`config.mk`:
```
export PLATFORM = sky130hd
export DESIGN_NAME = axis_burst_gen
export DESIGN_NICKNAME = d
export VERILOG_FILES = /design/src/rtl/axis_burst_pkg.sv /design/src/rtl/burst_pattern_gen.sv /design/src/rtl/axis_burst_gen.sv
export SDC_FILE = /design/constraint.sdc
export NUM_CORES = 1
export LEC_CHECK = 0
export BUFFER_PORTS_ARGS = -buffer_cell sky130_fd_sc_hd__buf_2
export CORE_MARGIN = 2
export CORE_UTILIZATION = 58
export CTS_BUF_LIST = sky130_fd_sc_hd__clkbuf_16
export CTS_CLUSTER_SIZE = 20
export DETAILED_ROUTE_END_ITERATION = 16
export HOLD_SLACK_MARGIN = 0.03
export PLACE_DENSITY = 0.92
export SETUP_SLACK_MARGIN = 0.4
export SLEW_MARGIN = 10
export SYNTH_ARGS = -nofsm -noshare
export SYNTH_HDL_FRONTEND = slang
export SYNTH_SLANG_ARGS = --single-unit
```
`constraint.sdc`:
```
create_clock -name clk -period 5 [get_ports clk]
set_input_delay 0.25 -clock clk [delete_from_list [all_inputs] [get_ports clk]]
set_output_delay 0.25 -clock clk [all_outputs]
set_load 0.01 [all_outputs]
```
`src/rtl/axis_burst_pkg.sv`:
```
// Shared types and constants for the pulse-triggered AXI4-Stream burst generator.
package axis_burst_pkg;

  typedef enum logic [1:0] {
    IDLE = 2'd0,
    RUN  = 2'd1,
    DONE = 2'd2
  } state_t;

  localparam int unsigned FRAME_CNT_W = 16;

  // Galois feedback mask for x^32 + x^22 + x^2 + x + 1 (maximal length).
  localparam logic [31:0] LFSR_TAPS = 32'h8020_0003;

endpackage

```
`src/rtl/burst_pattern_gen.sv`:
```
// Data-word source for axis_burst_gen: incrementing counter by default,
// Galois LFSR when BURST_LFSR_EN is defined.
module burst_pattern_gen
  import axis_burst_pkg::*;
#(
  parameter int unsigned DATA_W = 32,
  parameter int unsigned INC    = 1
) (
  input  logic              clk,
  input  logic              rst,
  input  logic              load,
  input  logic [DATA_W-1:0] seed,
  input  logic              advance,
  output logic [DATA_W-1:0] word
);

  logic [DATA_W-1:0] word_q;
  logic [DATA_W-1:0] load_val;
  logic [DATA_W-1:0] next_val;

`ifdef BURST_LFSR_EN
  // An all-zero LFSR state never leaves zero, so a zero seed is promoted to 1.
  always_comb begin
    load_val = (seed == '0) ? DATA_W'(1) : seed;
    next_val = word_q >> 1;
    if (word_q[0]) begin
      next_val = next_val ^ DATA_W'(LFSR_TAPS);
    end
  end
`else
  always_comb begin
    load_val = seed;
    next_val = word_q + DATA_W'(INC);
  end
`endif

  // NOTE: sequential state uses non-blocking assignments so every flop samples pre-edge values.
  always_ff @(posedge clk) begin
    if (!rst) begin
      word_q <= '0;
    end else if (load) begin
      word_q <= load_val;
    end else if (advance) begin
      word_q <= next_val;
    end
  end

  assign word = word_q;

endmodule

```
`src/rtl/axis_burst_gen.sv`:
```
// Pulse-triggered AXI4-Stream frame source for the DMA S2MM channel.
// Optional build macro BURST_LFSR_EN switches the data pattern to an LFSR.
module axis_burst_gen
  import axis_burst_pkg::*;
#(
  parameter int unsigned DATA_W = 32,
  parameter int unsigned LEN_W  = 16,
  parameter int unsigned INC    = 1
) (
  input  logic                   clk,
  input  logic                   rst,
  input  logic                   start_pulse,
  input  logic [LEN_W-1:0]       burst_len,
  input  logic [DATA_W-1:0]      seed,
  output logic [DATA_W-1:0]      m_axis_tdata,
  output logic [DATA_W/8-1:0]    m_axis_tkeep,
  output logic                   m_axis_tvalid,
  input  logic                   m_axis_tready,
  output logic                   m_axis_tlast,
  output logic                   busy,
  output logic                   done_pulse,
  output logic [FRAME_CNT_W-1:0] frame_cnt
);

  state_t                 state_q, state_d;
  logic [LEN_W-1:0]       len_q;
  logic [LEN_W-1:0]       beat_cnt_q;
  logic [FRAME_CNT_W-1:0] frame_cnt_q;

  logic tvalid;
  logic handshake;
  logic last_beat;
  logic load;
  logic advance;

  // Every output decodes registered state only; tready never reaches tvalid.
  assign tvalid    = (state_q == RUN);
  assign handshake = tvalid && m_axis_tready;
  assign last_beat = (beat_cnt_q == len_q - LEN_W'(1));

  // NOTE: every always_comb output gets a default first, so no path can infer a latch.
  always_comb begin
    state_d = state_q;
    load    = 1'b0;
    advance = 1'b0;
    case (state_q)
      IDLE: begin
        if (start_pulse) begin
          if (burst_len != '0) begin
            load    = 1'b1;
            state_d = RUN;
          end else begin
            state_d = DONE;
          end
        end
      end
      RUN: begin
        if (handshake) begin
          advance = 1'b1;
          if (last_beat) begin
            state_d = DONE;
          end
        end
      end
      DONE:    state_d = IDLE;
      default: state_d = IDLE;
    endcase
  end

  always_ff @(posedge clk) begin
    if (!rst) begin
      state_q     <= IDLE;
      len_q       <= '0;
      beat_cnt_q  <= '0;
      frame_cnt_q <= '0;
    end else begin
      state_q <= state_d;
      // A zero-length start latches len 0, which later suppresses the frame count.
      if (state_q == IDLE && start_pulse) begin
        len_q      <= burst_len;
        beat_cnt_q <= '0;
      end else if (handshake) begin
        beat_cnt_q <= beat_cnt_q + LEN_W'(1);
      end
      if (state_q == DONE && len_q != '0) begin
        frame_cnt_q <= frame_cnt_q + FRAME_CNT_W'(1);
      end
    end
  end

  burst_pattern_gen #(
    .DATA_W (DATA_W),
    .INC    (INC)
  ) u_pattern (
    .clk     (clk),
    .rst     (rst),
    .load    (load),
    .seed    (seed),
    .advance (advance),
    .word    (m_axis_tdata)
  );

  assign m_axis_tvalid = tvalid;
  assign m_axis_tkeep  = {(DATA_W/8){tvalid}};
  assign m_axis_tlast  = tvalid && last_beat;
  assign busy          = (state_q != IDLE);
  assign done_pulse    = (state_q == DONE);
  assign frame_cnt     = frame_cnt_q;

endmodule

```
## After elaboration in Yosys (flattened, before gate mapping)

Index checks and enable logic that the tools add are counted.

- Reduce and logical (&&, ||, !) cells: 11
- $add $sub $neg: 4
- Bitwise logic cells: 1
- Mux-type cells: 12
- Equal/unequal tests: 6

Operators by type and width:

| kind | number |
|---|---|
| 2-to-1 mux 32 bit | 2 |
| adder 16 x 1 -> 16 bit (second input constant) | 2 |
| adder 32 x 1 -> 32 bit (second input constant) | 1 |
| nonzero test 16 bit | 2 |
| == test 16 bit | 1 |
| subtractor 16 x 1 -> 16 bit (second input constant) | 1 |
| 2-to-1 mux 2 bit | 4 |
| 2-to-1 mux 1 bit | 5 |
| logical AND 1 bit | 4 |
| inequality test 2 x 1 -> 1 bit (second input constant) | 2 |
| case mux 2 bit (2 select lines) | 1 |
| nonzero test 2 bit | 2 |
| AND reduction 3 bit | 1 |
| == test 2 x 1 -> 1 bit (second input constant) | 1 |
| == test 2 bit (second input constant) | 1 |
| zero test 2 bit | 1 |
| inequality test 2 bit (second input constant) | 1 |
| OR reduction 2 bit | 1 |
| inverter 1 bit | 1 |

- Logic and storage cells: 39
- Output and inout port bits: 56
- Bits in registers: 82

## Depth between registers and ports, before layout

Gate-level depths: netlist of the first run.

- Depth after elaboration: 6
- Gate-level depth with buffers: 9
- Gate-level depth less buffers: 8

## By module

From an unflattened synthesis of the first run, not the netlist that was laid out.

- Cells, all modules: 574
- Area total of the unflattened synthesis: 4591.9 µm²

Modules (own cells, without submodules):

| module | instances | sequential area each (µm²) | cells an instance | area an instance (µm²) |
|---|---|---|---|---|
| axis_burst_gen | 1 | 1001.0 | 338 | 2731.4 |
| burst_pattern_gen | 1 | 640.6 | 236 | 1860.5 |

## Worst setup path after synthesis of the first run

No wires, ideal clock.

- Path type: reg-to-output
- Start point: reg len_q[0]
- End point: out m_axis_tlast
- Arrival: 2352 ps
- Setup slack: 2398 ps
- Stages on the path, launching flop included: 9
- Buffers on the path: 1
- Path through: dfxtp_1 buf_6 inv_1 ha_1 nor3b_2 nand4_1 xnor2_1 or4b_2 nor4_1

- Cells in the longest elaborated chain, start to end: 3

Ends and longest elaborated chain:

| element | line | RTL |
|---|---|---|
| from (decl) | axis_burst_gen.sv:26 | `logic [LEN_W-1:0] len_q;` |
| from (signal assigned) | axis_burst_gen.sv:80 | `len_q <= burst_len;` |
| subtractor 16 x 1 -> 16 bit | axis_burst_gen.sv:39 | `assign last_beat = (beat_cnt_q == len_q - LEN_W'(1));` |
| == test 16 bit | axis_burst_gen.sv:39 |  |
| logical AND 1 bit | axis_burst_gen.sv:105 | `assign m_axis_tlast = tvalid && last_beat;` |
| to (decl) | axis_burst_gen.sv:19 | `output logic m_axis_tlast,` |

Every way passes these cells.

## Worst setup path after layout of the first run

Ends and elaborated chain as after synthesis.

==> insert_results.sql, run 1 <==
INSERT INTO impl_metrics (metric_group, metric, value, unit) VALUES
('run_status', 'run_status', 'complete, no violations', ''),
('pwr', 'leakagePower', '2.05', 'nW'),
('yosys', 'synth_top_cell_by_area', 'dfxtp_1', ''),
('critical_path', 'setup.reg_to_reg.worst_slack', '2.26', 'ns'),
('sta', 'setup_ws', '1.65', 'ns'),
('sta', 'totalNegativeSetupSlack', '0', 'ns'),
('sta', 'skew', '0.00845', 'ns'),
('grt', 'grt_pass1_wl', '19500', 'um'),
('yosys', 'synthMostInstantiatedCell', 'dfxtp_1', ''),
('pwr', 'power.density_cell_area', '307', 'nW/um^2'),
('cells_and_area', 'final-seq-area', '1640', 'sq um'),
('cts', 'clock-root-buffer', 'clkbuf_16', ''),
('critical_path', 'kind_of_cell_adding_the_most_delay_to_the_critical_path', 'simple AND/OR/NAND/NOR gates', ''),
('floorplan', 'start_util', '0.605', ''),
('routing', 'detail_route.wirelength', '11900', 'um'),
('critical_path', 'worstPathRequired', '4.75', 'ns'),
('critical_path', 'cell_by_cell_trace_of_the_critical_path', 'inv_1 > ha_1 > nor3b_2 > nand4_1 > xnor2_1 > or4b_2 > nor4_1 > buf_2', ''),
('pwr', 'power.ir.vdd_worst', '0.000232', 'V'),
('placed_design', 'place.port_buffers', '107', ''),
('yosys', 'netlist.area_leader.share', '0.370', ''),
('yosys', 'postSynthAreaPerCell', '7.82', 'sq um'),
('sta', 'ratio_of_final_minimum_period_to_clock_period', '0.669', ''),
('cts', 'cts.hold.buffers_added', '0', ''),
('critical_path', 'start_kind', 'flip-flop', ''),
('cts', 'tritoncts', 'yes', ''),
('critical_path', 'cp.buffers_inverters', '2', ''),
('routing', 'total_met2_wirelength_after_detailed_routing', '5700', 'um'),
('cts', 'cts-buffers-inserted', '9', ''),
('floorplan', 'io-pin-count', '108', ''),
('cts', 'clk_pin_slew_worst_paths', '0.06', 'ns'),
('critical_path', 'endpoint', 'm_axis_tlast', ''),
('yosys', 'number_of_enable_flip_flop_cells_after_synthesis', '0', ''),
('routing', 'drt_iter0_drc', '300', ''),
('sta', 'max-slew-margin-rel', '0.333', ''),
('routing', 'avgViaCountPerCell', '6.02', ''),
('sta', 'maxSlewViolCount', '0', ''),
('placed_design', 'placedCellCount', '741', ''),
('critical_path', 'slowest_delay', '0.61', 'ns'),
('critical_path', 'worstPathMaxFanout', '8', ''),
('routing', 'drcViolationCount', '0', ''),
('run', 'drv_cap', '0', ''),
('grt', 'overflow', '0', ''),
('grt', 'global_route.usage.total', '0.284', ''),
('sta', 'worst_slew_pin_slew', '1.00', 'ns'),
('yosys', 'postSynthCellCount', '567', ''),
('grt', 'antenna_found_initial', '1', ''),
('routing', 'ant_nets', '0', ''),
('placed_design', 'pre_cts_ws', '2.07', 'ns'),
('floorplan', 'rows', '31', ''),
('critical_path', 'worstSetupPathDepth', '8', ''),
('grt', 'grt_max_degree', '54', ''),
('yosys', 'synth.distinct_cells', '55', ''),
('routing', 'dr.max_layer_used', 'met4', ''),
('sta', 'period_minus_slack', '3.35', 'ns'),
('yosys', 'ys_async_sr_fraction', '0', ''),
('cts', 'setup_fix_bufs_post_cts', '0', ''),
('sta', 'grt_setup_unrepaired', 'false', ''),
('yosys', 'yosys_warnings', '0', ''),
('critical_path', 'timing.rr.end', 'u_pattern.word[10]$_SDFFE_PN0P_', ''),
('floorplan', 'die_x', '91.5', 'um'),
('cts', 'worstSkewPairLatency', '0.34', 'ns'),
('sta', 'max_freq', '299', 'MHz'),
('critical_path', 'regToRegStartpoint', 'state_q[1]$_SDFFE_PN0P_', ''),
('floorplan', 'floorplan.core_area', '7330', 'sq um'),
('cts', 'cts_h_tree_lvls', '3', ''),
('yosys', 'netlist_top_cells_area', 'dfxtp_1, xnor2_1, nand2_1', ''),
('cells_and_area', 'final_net_count', '709', ''),
('hold_path', 'whs_path_depth', '3', ''),
('placed_design', 'dpl.hpwl', '8470', 'um'),
('routing', 'drt-wirelength-per-cell', '15.7', 'um'),
('cts', 'clockBufferDepth', '2', '');
[placed cells by master, fill, tap and decap left out, types with 5 or more instances in the layout]
| cell type | count |
|---|---|
| a31oi_1 | 7 |
| nor3_1 | 25 |
| dfxtp_1 | 82 |
| nor2_1 | 62 |
| clkbuf_16 | 9 |
| xor2_1 | 23 |
| and3_1 | 7 |
| nand2_1 | 66 |
| nor4_1 | 12 |
| xnor2_1 | 32 |
| or3_1 | 12 |
| o21ai_0 | 26 |
| nand3_1 | 23 |
| nand4_1 | 16 |
| o311a_1 | 5 |
| a211oi_1 | 9 |
| inv_1 | 15 |
| buf_2 | 107 |
| a21oi_1 | 49 |
[through the flow]
step | power, mW | area, sq um | hold WS (ns) | util
floorplan | 0.888 | 4440 | 0.386 | -
global placement | 0.956 | 4970 | 0.485 | 0.678
detailed placement | 0.964 | 4970 | 0.491 | 0.678
CTS | 1.61 | 5260 | 0.155 | 0.718
global route | 1.67 | 5260 | 0.182 | 0.718
finish | 1.61 | 5260 | 0.155 | 0.718
[tightest hold or removal path, stage by stage]
cell and delay (ns):
buf_2 0.10, nand2_1 0.05, a21oi_1 0.05
[power breakdown]
| group | leakage [nW] | total, mW | internal [mW] | switching [mW] |
|---|---|---|---|---|
| sequential | 0.670 | 0.720 | 0.682 | 0.0381 |
| combinational | 1.24 | 0.236 | 0.100 | 0.135 |
| clock | 0.141 | 0.658 | 0.386 | 0.272 |
[sequential cells by signal, indices dropped and copies added, names as in the netlist]
signal,flops
u_pattern.word,32
beat_cnt_q,16
frame_cnt,16
len_q,16
state_q,2
[area by class of cell]
type | count | share of cell area
Multi-Input combinational cell | 435 | 0.492
Sequential cell | 82 | 0.312
Timing Repair Buffer | 109 | 0.105
Clock buffer | 9 | 0.0428
Tap cell | 99 | 0.0235
Clock inverter | 7 | 0.0128
Inverter | 16 | 0.0114
Antenna cell | 1 | 0.000476
[metal layers]
metal | global-route usage | vias up
li1 | - | 2196
met1 | 0.359 | 2129
met2 | 0.468 | 206
met3 | 0.0564 | 34
met4 | 0.122 | 0
met5 | 0 | -
[cells by family after synthesis]
kind of cell / share of synthesized area
xor+xnor: 0.109
buf+inv: 0.0477
flops: 0.370
compound gates: 0.166
mux: 0.0141
simple gates: 0.282
fa+ha+maj: 0.0113
[worst min-delay path by stage]
stage / startpoint / endpoint / slack (ns)
floorplan: burst_len[0] / len_q[0]$_SDFFE_PN0P_ / 0.39
global placement: frame_cnt[5]$_SDFFE_PN0P_ / frame_cnt[5]$_SDFFE_PN0P_ / 0.49
detailed placement: len_q[15]$_SDFFE_PN0P_ / len_q[15]$_SDFFE_PN0P_ / 0.49
CTS: burst_len[13] / len_q[13]$_SDFFE_PN0P_ / 0.15
global route: burst_len[9] / len_q[9]$_SDFFE_PN0P_ / 0.18
finish: burst_len[13] / len_q[13]$_SDFFE_PN0P_ / 0.16
(Power assumes the default switching activity.)
==> inputs of run 2 (changes only) <==
--- a/config.mk
+++ b/config.mk
@@ -7,12 +7,12 @@
 export LEC_CHECK = 0
 export BUFFER_PORTS_ARGS = -buffer_cell sky130_fd_sc_hd__buf_2
 export CORE_MARGIN = 2
-export CORE_UTILIZATION = 58
+export CORE_UTILIZATION = 54
 export CTS_BUF_LIST = sky130_fd_sc_hd__clkbuf_16
 export CTS_CLUSTER_SIZE = 20
 export DETAILED_ROUTE_END_ITERATION = 16
 export HOLD_SLACK_MARGIN = 0.03
-export PLACE_DENSITY = 0.92
+export PLACE_DENSITY = 0.87
 export SETUP_SLACK_MARGIN = 0.4
 export SLEW_MARGIN = 10
 export SYNTH_ARGS = -nofsm -noshare
==> constraint.sdc (replaced) <==
create_clock -name clk -period 3.1 [get_ports clk]
set_input_delay 0.155 -clock clk [delete_from_list [all_inputs] [get_ports clk]]
set_output_delay 0.155 -clock clk [all_outputs]
set_load 0.01 [all_outputs]
==> run 2 against run 1 <==
- global-route usage decreased by 1.0 points
- clock-buffer cell count unchanged
- non-clock buffer count increased by 10
- worst setup slack got worse by 1.4 ns
- hold slack got worse by 0.082 ns
- via count increased by 1.3%
- sequential cell count unchanged
- critical path depth unchanged
- cell count increased by 2.0%
==> insert_results.sql, run 2 (synthesis gave the netlist of run 1 again) <==
INSERT INTO impl_metrics (metric_group, metric, value, unit) VALUES
('run_status', 'run_status', 'complete, no violations', ''),
('pwr', 'p_comb_frac', '0.160', ''),
('cts', 'tritoncts', 'yes', ''),
('cells_and_area', 'final_core_utilization', '0.674', ''),
('run', 'drv_cap', '0', ''),
('cts', 'clockBufferDepth', '2', ''),
('sta', 'totalNegativeSetupSlack', '0', 'ns'),
('floorplan', 'die_h', '94.6', 'um'),
('pwr', 'switching_power', '752', 'uW'),
('placed_design', 'place.gp.congestion', '0.920', ''),
('sta', 'grt_setup_unrepaired', 'true', ''),
('critical_path', 'timing.reg2reg.worst_path_depth', '7', ''),
('placed_design', 'dpl.hpwl', '8680', 'um'),
('critical_path', 'worstPathRequired', '2.94', 'ns'),
('grt', 'grt_pass1_wl', '19400', 'um'),
('sta', 'ratio_of_final_minimum_period_to_clock_period', '0.923', ''),
('critical_path', 'crit_type', 'reg -> out', ''),
('routing', 'drcViolationCount', '0', ''),
('routing', 'drt-wirelength-per-cell', '16.1', 'um'),
('critical_path', 'kind_of_cell_adding_the_most_delay_to_the_critical_path', 'simple AND/OR/NAND/NOR gates', ''),
('cells_and_area', 'final_design_area_no_fill', '5460', 'sq um'),
('sta', 'hold_violations', '0', ''),
('placed_design', 'placedCellCount', '751', ''),
('floorplan', 'die_x', '94.6', 'um'),
('grt', 'antenna_found_initial', '0', ''),
('grt', 'overflow', '0', ''),
('cts', 'cts_h_tree_lvls', '3', ''),
('cells_and_area', 'final_cell_count_no_fill', '773', ''),
('routing', 'avgViaCountPerCell', '5.98', ''),
('sta', 'worst_slew_pin_slew', '0.898', 'ns'),
('floorplan', 'floorplan.core_area', '8090', 'sq um'),
('floorplan', 'start_util', '0.548', ''),
('cells_and_area', 'leading_cell_type_in_the_layout_fill_and_taps_excluded', 'buf_2', ''),
('sta', 'setup_ws', '0.239', 'ns'),
('routing', 'drt_pass1_iterations', '5', ''),
('hold_path', 'timing.hold.worst.class', 'in -> reg', ''),
('routing', 'detail_route.wirelength', '12400', 'um'),
('cts', 'clock-root-buffer', 'clkbuf_16', ''),
('routing', 'num_vias', '4623', ''),
('pwr', 'internal_power', '1.91', 'mW'),
('pwr', 'power.density_cell_area', '488', 'nW/um^2'),
('pwr', 'leakagePower', '2.13', 'nW'),
('sta', 'max-slew-margin-rel', '0.399', ''),
('grt', 'first_global_vias', '4166', ''),
('sta', 'skew', '0.00715', 'ns'),
('cells_and_area', 'final_net_count', '719', ''),
('cts', 'clk_pin_slew_worst_paths', '0.06', 'ns'),
('critical_path', 'worst_ep_arrival_time', '2.71', 'ns'),
('critical_path', 'start_kind', 'flip-flop', ''),
('sta', 'period_minus_slack', '2.86', 'ns'),
('critical_path', 'cp.buffers_inverters', '2', ''),
('pwr', 'sequentialPowerShare', '0.438', ''),
('routing', 'ant_nets', '0', ''),
('pwr', 'power.ir.vdd_worst', '0.000281', 'V'),
('sta', 'max_freq', '349', 'MHz'),
('cts', 'worstSkewPairLatency', '0.34', 'ns'),
('pwr', 'share_clk_of_total_power', '0.402', ''),
('cells_and_area', 'final_cell_mix', 'buf_2, dfxtp_1, nand2_1, nor2_1, a21oi_1', ''),
('cells_and_area', 'final_layout_size_suffix_gt1_frac', '0.238', ''),
('placed_design', 'pre_cts_ws', '0.351', 'ns'),
('cts', 'cts-buffers-inserted', '9', ''),
('hold_path', 'whs_path_depth', '3', ''),
('floorplan', 'io-pin-count', '108', ''),
('critical_path', 'worstPathMaxFanout', '4', ''),
('grt', 'grt_max_degree', '40', ''),
('placed_design', 'placedInstanceArea', '5000', 'sq um'),
('pwr', 'swShare', '0.282', ''),
('cells_and_area', 'antennaDiodeCount', '0', ''),
('cts', 'clock_sinks', '82', ''),
('sta', 'hold_slack', '0.0730', 'ns'),
('floorplan', 'rows', '33', ''),
('cells_and_area', 'largest_register_ff_count', '32', ''),
('floorplan', 'die-area', '8960', 'sq um'),
('critical_path', 'timing.critical_path.to_type', 'primary output', ''),
('critical_path', 'crit_slowest_cell', 'or4b_4', ''),
('sta', 'total_of_endpoints_with_negative_setup_slack_in_the_final_report', '0', ''),
('routing', 'drt_iter0_drc', '256', ''),
('critical_path', 'slowest_delay', '0.57', 'ns'),
('sta', 'maxSlewViolCount', '0', ''),
('critical_path', 'worstSetupPathDepth', '8', ''),
('placed_design', 'place.port_buffers', '107', ''),
('pwr', 'post-layout-total-power', '2.66', 'mW'),
('critical_path', 'cell_by_cell_trace_of_the_critical_path', 'inv_1 > ha_2 > xor2_1 > o41ai_1 > nand3_1 > or4b_4 > nor4_4 > buf_2', ''),
('cells_and_area', 'syn2layout_area_growth', '23.0', '%'),
('grt', 'global_route.usage.total', '0.274', '');
## run 2: cell count changes in the layout (fill, tap and decap cells not counted), moves of 2 or more
cell,change
buf_4,+8
dfxtp_1,-3
dfxtp_4,+2
nor3_1,-4
nor3_2,+3
nor4_1,-3
nor4_4,+3
## run 2: area by class of cell
cell class	instances	area [sq um]
inverters	16	60.1
repair buffers	119	642
clock buffers	9	225
well taps	105	131
clock inverters	7	68.8
fillers	714	2640
multi-input cells	435	2680
flip-flops and latches	82	1650
## run 2: final timing paths
check	from	endpoint	slack, ns
max	len_q[0]$_SDFFE_PN0P_	m_axis_tlast	0.24
min	burst_len[14]	len_q[14]$_SDFFE_PN0P_	0.07
max reg2reg	len_q[1]$_SDFFE_PN0P_	state_q[1]$_SDFFE_PN0P_	0.56
min reg2reg	len_q[15]$_SDFFE_PN0P_	len_q[15]$_SDFFE_PN0P_	0.48
## run 2: routing by layer
| metal | global-route usage | vias up | part of all wire |
|---|---|---|---|
| met2 | 0.434 | 170 | 0.48 |
| met1 | 0.360 | 2215 | 0.44 |
| met5 | 0 | - | 0 |
| met3 | 0.0591 | 24 | 0.061 |
| met4 | 0.115 | 0 | 0.022 |
| li1 | - | 2214 | - |
## run 2: worst register-to-register path, cell delays in order (launching register included)
cell      delay, ns
dfxtp_4        0.36
buf_12         0.13
or4_4          0.57
or4b_1         0.55
a31oi_1        0.15
o211ai_1       0.19
buf_4          0.19
o41ai_2        0.31
## run 2: what timing repair did
item,4_1_cts,5_1_grt
hold buffers,0,0
gates resized for setup,9,12
endpoints found under the setup margin,1,1
pin swaps,1,9
setup buffers,1,5
## run 2: power groups by stage
stage	sequential (mW)	combinational, mW	clock (mW)
after CTS	1.16	0.395	1.08
after global routing	1.17	0.469	1.11
after detailed placement	1.18	0.385	0
after global placement	1.18	0.375	0
final	1.17	0.425	1.07
after floorplan	1.18	0.253	0
